===== src/rtl/uart_rx_fsm.sv =====
// uart_rx_fsm: oversampled UART receiver control FSM.
// Recovers one bit per Prescale clocks and assembles LSB-first frames of
// start, DATA_WIDTH data bits, optional parity and stop. It strobes
// data_valid on a good frame and flags start glitches, stop errors and
// parity errors.
// Build option: define RX_MAJORITY_VOTE_EN to recover each bit as the
// 2-of-3 vote of three mid-bit samples instead of a single sample.
// Frame timing is the same in both builds.
//
// state  | meaning
// -------+-----------------------------------------------------------
// IDLE   | line idle; waiting for a low level to start a frame
// START  | timing the start bit; rejects it if it reads high
// DATA   | shifting in DATA_WIDTH data bits, LSB first
// PARITY | parity bit; strobes the external checker, latches its result
// STOP   | stop bit; reports the frame result, may chain into START
module uart_rx_fsm #(
    parameter int DATA_WIDTH = 8
) (
    input  logic                  CLK,
    input  logic                  RST,
    input  logic                  RX_IN,
    input  logic                  PAR_EN,
    input  logic [5:0]            Prescale,
    input  logic                  par_err,
    output logic                  par_chk_en,
    output logic                  sampled_bit,
    output logic [DATA_WIDTH-1:0] P_DATA,
    output logic                  data_valid,
    output logic                  strt_glitch,
    output logic                  stp_err,
    output logic                  par_err_flg
);

    localparam logic [2:0] IDLE   = 3'd0;
    localparam logic [2:0] START  = 3'd1;
    localparam logic [2:0] DATA   = 3'd2;
    localparam logic [2:0] PARITY = 3'd3;
    localparam logic [2:0] STOP   = 3'd4;

    localparam int BCW = (DATA_WIDTH > 1) ? $clog2(DATA_WIDTH) : 1;
    localparam logic [BCW-1:0] BIT_LAST = BCW'(DATA_WIDTH - 1);

    logic [2:0]            state_q, state_d;
    logic [5:0]            edge_cnt_q, edge_cnt_d;
    logic [BCW-1:0]        bit_cnt_q, bit_cnt_d;
    logic [DATA_WIDTH-1:0] shift_q, shift_d;
    logic [DATA_WIDTH-1:0] good_q, good_d;
    logic                  par_flag_q, par_flag_d;
    logic [5:0]            presc_q, presc_d;
    logic                  par_en_q, par_en_d;
    logic                  sampled_q, sampled_d;
`ifdef RX_MAJORITY_VOTE_EN
    logic                  s0_q, s0_d;
    logic                  s1_q, s1_d;
`endif

    logic [5:0] presc_legal;
    logic [5:0] half;
    logic [5:0] last;
    logic       decide;

    // Bit-period bookkeeping: half-bit sample point and end-of-bit decision.
    always_comb begin
        presc_legal = ((Prescale == 6'd8) || (Prescale == 6'd16) || (Prescale == 6'd32))
                      ? Prescale : 6'd8;
        half   = presc_q >> 1;
        last   = presc_q - 6'd1;
        decide = (state_q != IDLE) && (edge_cnt_q == last);
    end

    // Next-state logic for the frame FSM, counters and data registers.
    always_comb begin
        state_d    = state_q;
        edge_cnt_d = edge_cnt_q;
        bit_cnt_d  = bit_cnt_q;
        shift_d    = shift_q;
        good_d     = good_q;
        par_flag_d = par_flag_q;
        presc_d    = presc_q;
        par_en_d   = par_en_q;
        sampled_d  = sampled_q;
`ifdef RX_MAJORITY_VOTE_EN
        s0_d       = s0_q;
        s1_d       = s1_q;
`endif

        if (state_q != IDLE) begin
            edge_cnt_d = decide ? 6'd0 : edge_cnt_q + 6'd1;
        end

        case (state_q)
            IDLE: begin
                edge_cnt_d = 6'd0;
                if (!RX_IN) begin
                    state_d    = START;
                    presc_d    = presc_legal;
                    par_en_d   = PAR_EN;
                    par_flag_d = 1'b0;
                end
            end
            START: begin
                if (decide) begin
                    if (sampled_q) begin
                        state_d = IDLE;
                    end else begin
                        state_d   = DATA;
                        bit_cnt_d = '0;
                    end
                end
            end
            DATA: begin
                if (decide) begin
                    shift_d = {sampled_q, shift_q[DATA_WIDTH-1:1]};
                    if (bit_cnt_q == BIT_LAST) begin
                        bit_cnt_d = '0;
                        state_d   = par_en_q ? PARITY : STOP;
                    end else begin
                        bit_cnt_d = bit_cnt_q + 1'b1;
                    end
                end
            end
            PARITY: begin
                if (decide) begin
                    par_flag_d = par_err;
                    state_d    = STOP;
                end
            end
            STOP: begin
                if (decide) begin
                    if (sampled_q && !par_flag_q) begin
                        good_d = shift_q;
                    end
                    // A low line right at the stop decision is the next start bit.
                    if (!RX_IN) begin
                        state_d    = START;
                        par_flag_d = 1'b0;
                    end else begin
                        state_d = IDLE;
                    end
                end
            end
            default: begin
                state_d = IDLE;
            end
        endcase

`ifdef RX_MAJORITY_VOTE_EN
        if (state_q != IDLE) begin
            if (edge_cnt_q == half - 6'd1) s0_d = RX_IN;
            if (edge_cnt_q == half)        s1_d = RX_IN;
            if (edge_cnt_q == half + 6'd1) begin
                sampled_d = (s0_q & s1_q) | (s0_q & RX_IN) | (s1_q & RX_IN);
            end
        end
`else
        if ((state_q != IDLE) && (edge_cnt_q == half)) begin
            sampled_d = RX_IN;
        end
`endif
    end

    // State and data registers with synchronous reset.
    always_ff @(posedge CLK) begin
        if (RST) begin
            state_q    <= IDLE;
            edge_cnt_q <= 6'd0;
            bit_cnt_q  <= '0;
            shift_q    <= '0;
            good_q     <= '0;
            par_flag_q <= 1'b0;
            presc_q    <= 6'd8;
            par_en_q   <= 1'b0;
            sampled_q  <= 1'b1;
`ifdef RX_MAJORITY_VOTE_EN
            s0_q       <= 1'b1;
            s1_q       <= 1'b1;
`endif
        end else begin
            state_q    <= state_d;
            edge_cnt_q <= edge_cnt_d;
            bit_cnt_q  <= bit_cnt_d;
            shift_q    <= shift_d;
            good_q     <= good_d;
            par_flag_q <= par_flag_d;
            presc_q    <= presc_d;
            par_en_q   <= par_en_d;
            sampled_q  <= sampled_d;
`ifdef RX_MAJORITY_VOTE_EN
            s0_q       <= s0_d;
            s1_q       <= s1_d;
`endif
        end
    end

    // Strobes are decoded from registered state so they land in the decision cycle.
    always_comb begin
        sampled_bit = sampled_q;
        par_chk_en  = (state_q == PARITY) && decide;
        strt_glitch = (state_q == START) && decide && sampled_q;
        stp_err     = (state_q == STOP) && decide && !sampled_q;
        par_err_flg = (state_q == STOP) && decide && par_flag_q;
        data_valid  = (state_q == STOP) && decide && sampled_q && !par_flag_q;
        // The assembled byte is visible while the parity checker needs it and
        // through the stop bit; otherwise the last good byte is shown.
        P_DATA      = ((state_q == PARITY) || (state_q == STOP)) ? shift_q : good_q;
    end

endmodule


===== config.mk =====
export PLATFORM = sky130hd
export DESIGN_NAME = uart_rx_fsm
export DESIGN_NICKNAME = d
export VERILOG_FILES = /design/src/rtl/uart_rx_fsm.sv
export SDC_FILE = /design/constraint.sdc
export NUM_CORES = 1
export LEC_CHECK = 0
export CAP_MARGIN = 20
export CORE_ASPECT_RATIO = 1.1
export CORE_MARGIN = 2
export CORE_UTILIZATION = 35
export DETAILED_ROUTE_END_ITERATION = 6
export MAX_ROUTING_LAYER = met4
export PLACE_DENSITY = 0.53
export SYNTH_ARGS = -nofsm -noshare
export SYNTH_HDL_FRONTEND = slang
export SYNTH_SLANG_ARGS = --single-unit

===== constraint.sdc =====
create_clock -name CLK -period 2.71 [get_ports CLK]
set_clock_uncertainty 0.05 [all_clocks]
set_input_delay 0.542 -clock CLK [delete_from_list [all_inputs] [get_ports CLK]]
set_output_delay 0.542 -clock CLK [all_outputs]
set_load 0.02 [all_outputs]

# == Word level (Yosys, flattened, before mapping) ==
# Cells that the tools add are included.
# word_totals
reg_bits,37
inputBits,11
out_inout_bits,14
# classes
mux,22
n_addsub,3
eq_ne,17
reduce_logical,27
bitwise,1
# ops
cell,count
$mux 3,11
$pmux 3 s5,1
$ne 2x2->1 const B,7
$mux 6,2
$logic_and 1x1->1,11
$mux 8,1
$add 6x1->6 const B,1
$eq 3x2->1 const B,2
$eq 3x3->1 const B,2
$eq 6x4->1 const B,1
$eq 6x5->1,1
$eq 6x5->1 const B,1
$eq 6x6->1,1
$eq 6x6->1 const B,1
$pmux 3 s2,1
$reduce_and 3->1,2
$reduce_and 6->1,1
$reduce_bool 3->1,2
$sub 6x1->6 const B,1
$mux 1,4
$reduce_and 2->1,2
$reduce_and 4->1,1
$add 3x1->3 const B,1
$eq 3x1->1 const B,1
other kinds (8),11

# == Depth between registers and ports, before layout ==
# depth
depth_word,6
depth_mapped,8
mapped_depth_nobuf,7

# == Least setup slack after synthesis ==
# No wires, ideal clock.
# synth_timing
kind,register -> output
start,register presc_q[0]
end,output port strt_glitch
t_arrival_ns,2.088
required_time_ns,2.118
setup_slack_ns,0.030
path_stages_with_launch,8
path_cell_list,dfxtp_1 > inv_1 > ha_1 > xnor2_1 > xnor2_1 > nor2_1 > nand2_1 > nor4b_1
# synth_between
elab_chain_len,5
# synth_lines
element,line,text
"start, declared",50,"logic [5:0] presc_q, presc_d;"
"start signal, assigned",186,presc_q <= presc_d;
$sub 6x1->6,68,last = presc_q - 6'd1;
$eq 6x6->1,69,decide = (state_q != IDLE) && (edge_cnt_q == last);
$logic_and 1x1->1,69,
$logic_and 1x1->1 (2 in series),200,strt_glitch = (state_q == START) && decide && sampled_q;
"end, declared",30,"output logic strt_glitch,"
# Every way passes these cells.

# == Worst setup path in the final report ==
# layout_timing
start,register presc_q[0]
end,output port par_err_flg
# layout_between
elab_chain_len,5
# layout_lines
element,line,text
$sub 6x1->6,68,
$eq 6x6->1,69,
$logic_and 1x1->1,69,
$logic_and 1x1->1 (2 in series),202,par_err_flg = (state_q == STOP) && decide && par_flag_q;
"end, declared",32,output logic par_err_flg
# Every way passes these cells.

==> metrics <==
DRT Pass-1 Iters=4; number of primary I/O pins=25; via density per instance=5.102; cts hold-fix bufs=0; GRT Residual Overflow=0; leading cell type in the layout, fill and taps excluded=dfxtp_1; leakage power total=0.001028 uW; final core utilization=47.67%; result of the run=finished, final reports clean; maximum number of pins on one net before global-route repair=21; dominant synthesized flop cell=dfxtp_1; Synth Warn #=0; count of antenna-violating nets left after detailed routing=0; critical path buffer and inverter count=1; relative slew slack=68.40%; count of vias placed by the detailed router=1796; Multi-input gate area=1202 sq um; core box area=5430 sq um; quantity of I/O buffers inserted on ports=24; Max Freq=378.3 MHz; max capacitance violation total=0; crit path max-delay cell type=or3_4; number of buffers on the longest clock path=2; final WL=5020 um; CP cell instances=or3_4, o31a_1, o2111ai_1, nor2_1, and3_1, clkbuf_2; dominant cell type by area after synthesis=dfxtp_1; worst hold path class=reg -> reg; clock buffer count from CTS=5; maximum vdd ir drop=0.2813 mV; effective utilization at floorplan=36.61%; antenna violations before repair=0; hold_ws=423.9 ps; setup repair after global routing missed its margin=yes; die area=6300 sq um; highest metal layer used by the detailed router=met4; summed area of non-filler cells in the final layout=2589 sq um; overall power of the completed layout=1186 uW; commonest cells after routing, fill and taps aside=dfxtp_1 (35), buf_4 (33), nand2_1 (18), a21oi_1 (18); NumNets Final=291; count of final setup violators=0; iteration-0 DRC count of the detailed router=63; cell area power density=458.2 nW/um^2; DRC violation count after routing=0; met3 routed WL=190 um; fillcell total=564; placed wire-length estimate=3682 um; wire length on met2=2334 um; chip width=75.86 um; share of layout cells above drive strength 1=23.83%; register area=743.2 sq um; Die H=83.05 um; pre-CTS worst setup slack=-143.4 ps; dominant cells by area after synthesis=dfxtp_1 (37%), a21oi_1 (4.5%), mux2i_1 (4.5%); number of global-route vias before repair=1762; wire length of the first global-routing pass=8424 um; sequential share of the synthesized area=37.26%; critical path class=reg -> out; total routing usage reported by global routing=17.95%; Required @ worst endpoint=2120 ps; post-synth cell types=45; # rows=28; P&R area growth vs syn=30.21%; number of synthesized flops with an enable pin=0; Period Utilization, post-route=97.54%; Largest stage delay, worst path=420 ps; Crit path max-delay family=simple AND/OR/NAND/NOR gates; average cell area after synthesis=8.720 sq um; root buffer cell=clkbuf_8; sort of element at the end of the critical path=output port; routability congestion estimate=0.8474; total number of H-tree levels=2; clock transition at the register clock pins on the worst setup and hold paths after CTS=70 ps; latest clock arrival within the worst-skew pair=290 ps; maximum fanout count along the critical path=3; number of storage elements in the synthesis netlist=37; measured slew at the worst slew-check pin=469.7 ps; instance area after placement=2491 sq um; synthesized net count=243; post-route setup slack=66.70 ps; number of diodes=0; data arrival time of the critical path=2050 ps; async set-reset flop share out of synthesis=0%; startpoint class of the critical path=register; area share of the largest cell type after synthesis=37.26%; pins over their slew limit=0; hold violation count in the final report=0; total routed wire length on the met1 layer=2402 um; clock sink total=37; Final Critical Period=2643 ps; TritonCTS clock tree=done; Mapped Cells=228; post-detailed-route wirelength per cell=14.26 um; mapped cell area=1988 sq um
==> final timing paths <==
kind         startpoint          end  slack (ps)  depth (start not counted)
max          presc_q[0]  par_err_flg          70                          6
min           good_q[6]    good_q[6]         420                          2
max reg2reg  presc_q[0]   state_q[2]         550                          6
min reg2reg   good_q[6]    good_q[6]         420                          2
==> synth_stat cells (all sizes together), types with 3 or more instances <==
library cell,instances
dfxtp,37
nand2,19
a21oi,18
clkbuf,12
nand3,12
nor2,12
o21ai,12
nor4,11
nor3,10
xor2,10
mux2i,9
xnor2,9
mux2,8
ha,4
inv,4
nand2b,4
o31ai,4
buf,3
nand4b,3
==> tightest hold or removal path, cell delays in order, from the launching register on <==
cell and delay (ps):
dfxtp_1 310, o21ai_0 60, a21oi_1 60
==> registers in the layout (all words and copies together) (netlist names) <==
name	cells
sampled_bit	1
state_q	3
par_en_q	1
par_flag_q	1
edge_cnt_q	6
presc_q	6
shift_q	8
good_q	8
bit_cnt_q	3
==> where the power goes <==
part	internal (uW)	switching, uW	total [uW]
combinational	101	119	220
clock	177	203	381
sequential	560	24.8	585
total	839	347	1190
==> layout make-up <==
type / count / share of cell area (%)
clock inverter: 3 / 0.6767
multi-input combinational: 172 / 46.45
tap: 75 / 3.625
inverter: 4 / 0.5800
timing repair buffer: 56 / 17.30
clock buffer: 5 / 2.658
sequential: 37 / 28.71
==> layer usage <==
| metal | global-route usage, % | vias up |
|---|---|---|
| met5 | - | - |
| met2 | 27.35 | 30 |
| met1 | 23.09 | 833 |
| li1 | - | 924 |
| met4 | 6.220 | 0 |
| met3 | 4.005 | 9 |
==> per-stage QoR <==
step	cells	setup TNS (ps)
6_report	352	0
5_1_grt	352	-61.38
3_3_place_gp	343	-137.9
2_1_floorplan	228	0
3_5_place_dp	343	-214.7
4_1_cts	351	-201.3
==> cell families after synthesis <==
group                      share of synthesized area (%)
and+or+nand+nor                                    24.80
AOI/OAI and AO/OA                                  13.66
DFF                                                37.26
xor gates and xnor gates                           8.748
buffers and inverters                              3.964
muxes                                              9.063
adders and majority gates                          2.517
==> timing repair <==
action	4_1_cts	5_1_grt
setup endpoints to repair	13	5
buffers inserted	0	1
resized for setup	23	14
pin swaps	0	2
cloned	0	0
Power figures use the tool's default switching activity.
